## src/rtl/fpmul_arb.sv

```systemverilog
// fpmul_arb: round-robin arbiter sharing one FP multiplier between two requesters.
// Define FPMUL_ARB_TIMEOUT_EN to build the WAIT-state watchdog (abort after TIMEOUT cycles).
module fpmul_arb #(
  parameter int unsigned TIMEOUT = 255
) (
  input  logic        Clk,
  input  logic        Rst,
  input  logic        Req0,
  input  logic [31:0] A0,
  input  logic [31:0] B0,
  input  logic        Req1,
  input  logic [31:0] A1,
  input  logic [31:0] B1,
  output logic        Gnt0,
  output logic        Gnt1,
  output logic        Ack0,
  output logic        Ack1,
  output logic [31:0] P,
  output logic [5:0]  Flags,
  output logic        Err,
  output logic        M_Start,
  output logic [31:0] M_A,
  output logic [31:0] M_B,
  input  logic        M_Done,
  input  logic [31:0] M_P,
  input  logic [5:0]  M_Flags
);

  typedef enum logic [1:0] {IDLE, ISSUE, WAIT, RESP} state_e;

  localparam logic [31:0] QNAN_P     = 32'h7FC0_0000;
  localparam logic [5:0]  QNAN_FLAGS = 6'b001000;

  if (TIMEOUT < 2 || TIMEOUT > 255) begin : g_bad_timeout
    $error("fpmul_arb: TIMEOUT must lie in 2..255");
  end

  state_e      state_q, state_d;
  logic        owner_q;
  logic        last_q;
  logic        first_q;
  logic [31:0] m_a_q, m_b_q, p_q;
  logic [5:0]  flags_q;
  logic        pick;
  logic        accept;
  logic        done_hit;
  logic        timeout_hit;

  // Requester 1 wins alone or on a tie when requester 0 was served last.
  assign pick     = (Req0 && Req1) ? ~last_q : Req1;
  assign accept   = (state_q == IDLE) && (Req0 || Req1);
  // The first WAIT cycle may still show Done from the previous operation.
  assign done_hit = (state_q == WAIT) && !first_q && M_Done;

`ifdef FPMUL_ARB_TIMEOUT_EN
  localparam logic [7:0] WD_LAST = 8'(TIMEOUT - 1);

  logic [7:0] wd_cnt_q;
  logic       err_q;

  assign timeout_hit = (state_q == WAIT) && !done_hit && (wd_cnt_q == WD_LAST);

  always_ff @(posedge Clk) begin
    if (Rst) begin
      wd_cnt_q <= 8'd0;
      err_q    <= 1'b0;
    end else begin
      wd_cnt_q <= (state_q == WAIT) ? wd_cnt_q + 8'd1 : 8'd0;
      if (done_hit) begin
        err_q <= 1'b0;
      end else if (timeout_hit) begin
        err_q <= 1'b1;
      end
    end
  end

  assign Err = err_q;
`else
  assign timeout_hit = 1'b0;
  assign Err         = 1'b0;
`endif

  // NOTE: sequential state uses non-blocking assignments so every register sees pre-edge values.
  always_ff @(posedge Clk) begin
    if (Rst) begin
      state_q <= IDLE;
    end else begin
      state_q <= state_d;
    end
  end

  // NOTE: every always_comb output gets a default first, so no path can infer a latch.
  always_comb begin
    state_d = state_q;
    case (state_q)
      IDLE:    if (accept) state_d = ISSUE;
      ISSUE:   state_d = WAIT;
      WAIT:    if (done_hit || timeout_hit) state_d = RESP;
      RESP:    state_d = IDLE;
      default: state_d = IDLE;
    endcase
  end

  always_comb begin
    M_Start = (state_q == ISSUE);
    Gnt0    = (state_q == ISSUE) && !owner_q;
    Gnt1    = (state_q == ISSUE) &&  owner_q;
    Ack0    = (state_q == RESP)  && !owner_q;
    Ack1    = (state_q == RESP)  &&  owner_q;
  end

  always_ff @(posedge Clk) begin
    if (Rst) begin
      owner_q <= 1'b0;
      last_q  <= 1'b1;
      first_q <= 1'b0;
      m_a_q   <= 32'h0;
      m_b_q   <= 32'h0;
      p_q     <= 32'h0;
      flags_q <= 6'h0;
    end else begin
      first_q <= (state_q == ISSUE);
      if (accept) begin
        owner_q <= pick;
        m_a_q   <= pick ? A1 : A0;
        m_b_q   <= pick ? B1 : B0;
      end
      if (done_hit) begin
        p_q     <= M_P;
        flags_q <= M_Flags;
      end else if (timeout_hit) begin
        p_q     <= QNAN_P;
        flags_q <= QNAN_FLAGS;
      end
      if (state_q == RESP) begin
        last_q <= owner_q;
      end
    end
  end

  assign M_A   = m_a_q;
  assign M_B   = m_b_q;
  assign P     = p_q;
  assign Flags = flags_q;

endmodule
```

## config.mk

```make
export PLATFORM = sky130hd
export DESIGN_NAME = fpmul_arb
export DESIGN_NICKNAME = d
export VERILOG_FILES = /design/src/rtl/fpmul_arb.sv
export SDC_FILE = /design/constraint.sdc
export NUM_CORES = 1
export LEC_CHECK = 0
export BUFFER_PORTS_ARGS = -buffer_cell sky130_fd_sc_hd__buf_2
export CORE_AREA = 2 2 108 110
export CTS_BUF_LIST = sky130_fd_sc_hd__clkbuf_8
export DETAILED_ROUTE_END_ITERATION = 10
export DIE_AREA = 0 0 110 112
export PLACE_DENSITY = 0.77
export SETUP_SLACK_MARGIN = 0.3
export SLEW_MARGIN = 10
export SYNTH_ARGS = -nofsm -noshare
export SYNTH_HDL_FRONTEND = slang
export SYNTH_SLANG_ARGS = --single-unit
```

## constraint.sdc

```tcl
create_clock -name Clk -period 2.7 [get_ports Clk]
set_input_delay 0.405 -clock Clk [delete_from_list [all_inputs] [get_ports Clk]]
set_output_delay 0.405 -clock Clk [all_outputs]
set_load 0.005 [all_outputs]
```

# --- After elaboration in Yosys (flattened, before gate mapping) ---
# Index checks and enable logic that the tools add are counted.
word_totals:
  output_inout_bits: 108
  register_bits: 107
  in_bits: 171
op_classes:
  n_reduce_logical: 13
  muxes: 6
  n_eq_ne: 5
  n_bitwise: 1
ops:
  columns: ["operator", "count"]
  rows:
  - ["$mux W32", 2]
  - ["$logic_and A1 B1 Y1", 8]
  - ["$pmux W2 S4", 1]
  - ["$eq A2 B2 Y1 const B", 2]
  - ["$mux W2", 2]
  - ["$ne A2 B2 Y1 const B", 2]
  - ["$eq A2 B1 Y1 const B", 1]
  - ["$logic_not A1 Y1", 2]
  - ["$logic_not A2 Y1", 1]
  - ["$reduce_and A2 Y1", 1]
  - ["$logic_or A1 B1 Y1", 1]
  - ["$mux W1", 1]
  - ["$not A1 Y1", 1]

# --- Depth between registers and ports, before layout ---
depth:
  depth_word: 5
  mapped_depth: 7
  depth_no_buf: 5

# --- Worst setup path before layout ---
# OpenSTA, ideal clock, no wires.
synth_path:
  path_kind: "register -> register"
  from: "reg state_q[0]"
  to: "reg p_q[22] (netlist: P[22])"
  setup_slack_ps: 1246
  setup_time_ps: 70
  required_time_ps: 2630
  period_less_slack_ps: 1454
  t_arrival_ps: 1383
  path_stages_with_launch: 8
  path_cell_list: "dfxtp_1 inv_1 ha_1 nand3b_1 buf_2 clkbuf_1 nand2_1 a21oi_1"
synth_via:
  elab_chain_len: 3
synth_rtl:
  columns: ["element", "line_no", "source"]
  rows:
  - ["from (decl)", "38", "state_e state_q, state_d;"]
  - ["from (signal assigned)", "88", "state_q <= state_d;"]
  - ["$eq A2 B2 Y1", "53", "assign done_hit = (state_q == WAIT) && !first_q && M_Done;"]
  - ["$logic_and A1 B1 Y1 (2 in a row)", "53", null]
  - ["to (signal assigned)", "119", "p_q <= 32'h0;"]
  - ["to (signal assigned)", "129", "p_q <= M_P;"]
  - ["to (signal assigned)", "132", "p_q <= QNAN_P;"]
  - ["to (decl)", "42", "logic [31:0] m_a_q, m_b_q, p_q;"]
# No other way between the ends.
# A chain may end at the register's enable or synchronous reset.

# --- Worst setup path after layout ---
layout_path:
  from: "reg state_q[0]"
  to: "reg m_a_q[13] (netlist: M_A[13])"
layout_via:
  elab_chain_len: 2
layout_rtl:
  columns: ["element", "line_no", "source"]
  rows:
  - ["$logic_not A2 Y1", "51", "assign accept = (state_q == IDLE) && (Req0 || Req1);"]
  - ["$logic_and A1 B1 Y1", "51", null]
  - ["to (signal assigned)", "125", "m_a_q <= pick ? A1 : A0;"]
  - ["to (decl)", "42", null]
# No other way between the ends.

==> results.py <==
metrics = {
    "worst_setup_path": {
        "crit_path_end_kind": "flop",
        "r2r-start": "state_q[0]$_SDFFE_PP0P_",
        "crit_chain": "inv_1, ha_1, o21a_2, buf_12, nor2_1, a211oi_1",
        "rr_worst_depth": 6,
        "path_buf_inv": 2,
        "critical-path-max-stage-delay_ps": 510,
        "worst-path-stages": 6,
        "cp-start-kind": "flop",
        "critPathTopFamily": "compound AO/OA/AOI/OAI gates",
        "r2r_slack_ps": 850,
        "r2r-end": "M_A[13]$_SDFFE_PP0P_",
        "critPathKind": "reg -> reg",
        "path_max_fanout": 22,
        "crit_slowest_cell": "o21a_2",
        "required_ps": 2970,
        "arrival_ps": 2110,
    },
    "detailed_routing": {
        "wl_met1_mm": 5.50,
        "drt_iter0_markers": 316,
        "ant_nets": 0,
        "vias": 4737,
        "dr.pass1.iters": 4,
        "wl_mm": 13.3,
        "drc": 0,
        "wire_per_inst_microns": 13.9,
        "wl_met3_mm": 1.02,
        "topRoutingLayerUsed": "met4",
        "wl_met2_mm": 6.53,
        "vias_per_cell": 4.93,
    },
    "finish": {
        "area_delta_synth_final_pct": 36.3,
        "final_layout_size_suffix_gt1_share_pct": 44.3,
        "layout_common_cells": "buf_2, nand2_1, dfxtp_1",
        "final_core_util_pct": 56.5,
        "num-fill-cells": 1052,
        "multi_input_area_sq_um": 2250,
        "seq_area_sq_um": 2140,
        "final_common_cell": "buf_2",
        "final_nets": 986,
    },
    "grt": {
        "grt_antenna_before_repair": 2,
        "grt_usage_pct": 20.8,
        "grt_pass1_vias": 4377,
        "overflow": 0,
        "grt_pass1_wl_mm": 20.5,
        "grt_max_degree": 52,
    },
    "yosys": {
        "postSynthCellCount": 557,
        "yosys_register_bits": 107,
        "syn_area_sq_um": 4630,
        "ys_types": 28,
        "yosys_warnings": 0,
        "syn-num-nets": 733,
        "synth_area_per_cell_sq_um": 8.31,
        "seq_area_frac_synth_pct": 46.3,
    },
    "timing": {
        "setup_viol": 0,
        "finalCriticalPeriod_ps": 1850,
        "hold_violations": 0,
        "rsz0062_at_grt": "no",
        "tns_ps": 0,
        "slew_headroom_pct": 51.9,
        "worst_slew_pin_slew_ps": 722,
        "clock.fmax_mhz": 541,
        "slew_violations": 0,
        "fin_crit_sh_pct": 68.4,
        "whs_ps": 259,
        "fin_skew_ps": 8.69,
    },
    "floorplan": {
        "chipHeight_microns": 112,
        "fp.coreArea_sq_um": 11200,
        "rows": 39,
        "die_x_microns": 110,
        "pin_count": 279,
        "dieArea_sq_um": 12300,
        "initial_utilization_pct": 41.4,
    },
    "flow_run": {
        "cap_violations": 0,
    },
    "cts": {
        "cts_repair_resize_count": 0,
        "root_buffer": "clkbuf_8",
        "cts_tree": "done",
        "postCtsHoldBufs": 0,
        "htree_levels": 3,
        "clock_latency_ps": 360,
        "cts_buffers": 9,
        "clkTransAtPathRegs_ps": 110,
        "postCtsSetupBuffers": 0,
        "cts_max_path_buffers": 2,
        "cts_sinks": 107,
    },
    "pwr": {
        "max-vdd-ir-drop_v": 0.000426,
        "power_density_nw_per_um2": 858,
        "leakagePower_nw": 3.04,
    },
    "min_path": {
        "min_to": "P[10]$_SDFFE_PP0P_",
        "hp-start": "M_P[10]",
        "hold_path.class": "in -> reg",
        "hold_depth": 3,
    },
    "placement": {
        "post-dp-hpwl_mm": 9.64,
        "gp_congestion": 0.818,
        "io_buffers": 277,
    },
    "run_status": {
        "status": "completed",
    },
}
==> power breakdown <==
group,switching [mW],internal [mW]
clock,0.573,0.351
combinational,1.27,0.998
sequential,0.217,2.01
total,2.06,3.36
==> Yosys cell counts, drive strengths merged <==
library cell,count,share of area (%)
nand2,140,11
dfxtp,107,46
a21oi,102,11
nor2,66,5.3
a211oi,65,16
buf,35,4.2
clkbuf,14,1.1
ha,5,1.4
inv,3,0.24
nand2b,3,0.41
and2,2,0.27
nor2b,2,0.27
a211o,1,0.19
a21bo,1,0.22
a21boi,1,0.24
a21o,1,0.16
a22oi,1,0.16
and3b,1,0.19
conb,1,0.081
mux2i,1,0.22
nand3b,1,0.16
nor3,1,0.11
nor3b,1,0.16
o21a,1,0.16
o21ai,1,0.11
==> layer usage <==
| layer | track usage (%) | vias to the layer above |
|---|---|---|
| li1 | - | 2382 |
| met1 | 24.0 | 2153 |
| met2 | 36.4 | 183 |
| met3 | 5.62 | 19 |
| met4 | 7.43 | 0 |
| met5 | 0 | - |
==> registers in the layout, indices dropped and copies added, names as in the netlist <==
| register | count |
|---|---|
| P | 32 |
| Flags | 6 |
| last_q | 1 |
| M_A | 32 |
| first_q | 1 |
| owner_q | 1 |
| state_q | 2 |
| M_B | 32 |
==> how the worst max path moves through the flow <==
stage	from	end	slack, ps
5_1_grt	state_q[0]$_SDFFE_PP0P_	M_A[1]$_SDFFE_PP0P_	690
6_report	state_q[0]$_SDFFE_PP0P_	M_A[13]$_SDFFE_PP0P_	850
3_3_place_gp	state_q[0]$_SDFFE_PP0P_	M_A[11]$_SDFFE_PP0P_	930
4_1_cts	state_q[0]$_SDFFE_PP0P_	M_A[13]$_SDFFE_PP0P_	850
2_1_floorplan	state_q[0]$_SDFFE_PP0P_	P[22]$_SDFFE_PP0P_	1250
3_5_place_dp	state_q[1]$_SDFFE_PP0P_	M_A[11]$_SDFFE_PP0P_	870
==> tightest hold or removal path, cell delays in order <==
cell and delay (ps):
buf_2 90, nand2_1 40, a21oi_1 50
==> logic make-up after synthesis <==
group	Yosys count	synth area share [%]
AO/OA/AOI/OAI	174	28.2
adder cells (fa/ha/maj)	5	1.35
buffers and inverters	52	5.62
flip-flops	107	46.3
multiplexers	1	0.216
other	1	0.0810
AND/OR/NAND/NOR	217	18.3
==> cell type report <==
class                           instances  share of cell area [%]
Multi-Input combinational cell        398                    35.6
Inverter                                3                   0.178
Sequential cell                       107                    33.9
Antenna cell                            2                  0.0793
Timing Repair Buffer                  291                    24.5
Clock inverter                          7                   0.951
Tap cell                              143                    2.83
Clock buffer                            9                    1.96
==> through the flow <==
step	power [mW]	cells	cell area, sq um	setup WS [ps]
detailed placement	4.54	942	6120	865
global route	5.83	960	6310	690
CTS	5.47	958	6310	849
finish	5.42	960	6310	852
global placement	4.50	942	6120	935
floorplan	3.68	557	4630	1250
Power figures use the tool's default switching activity.
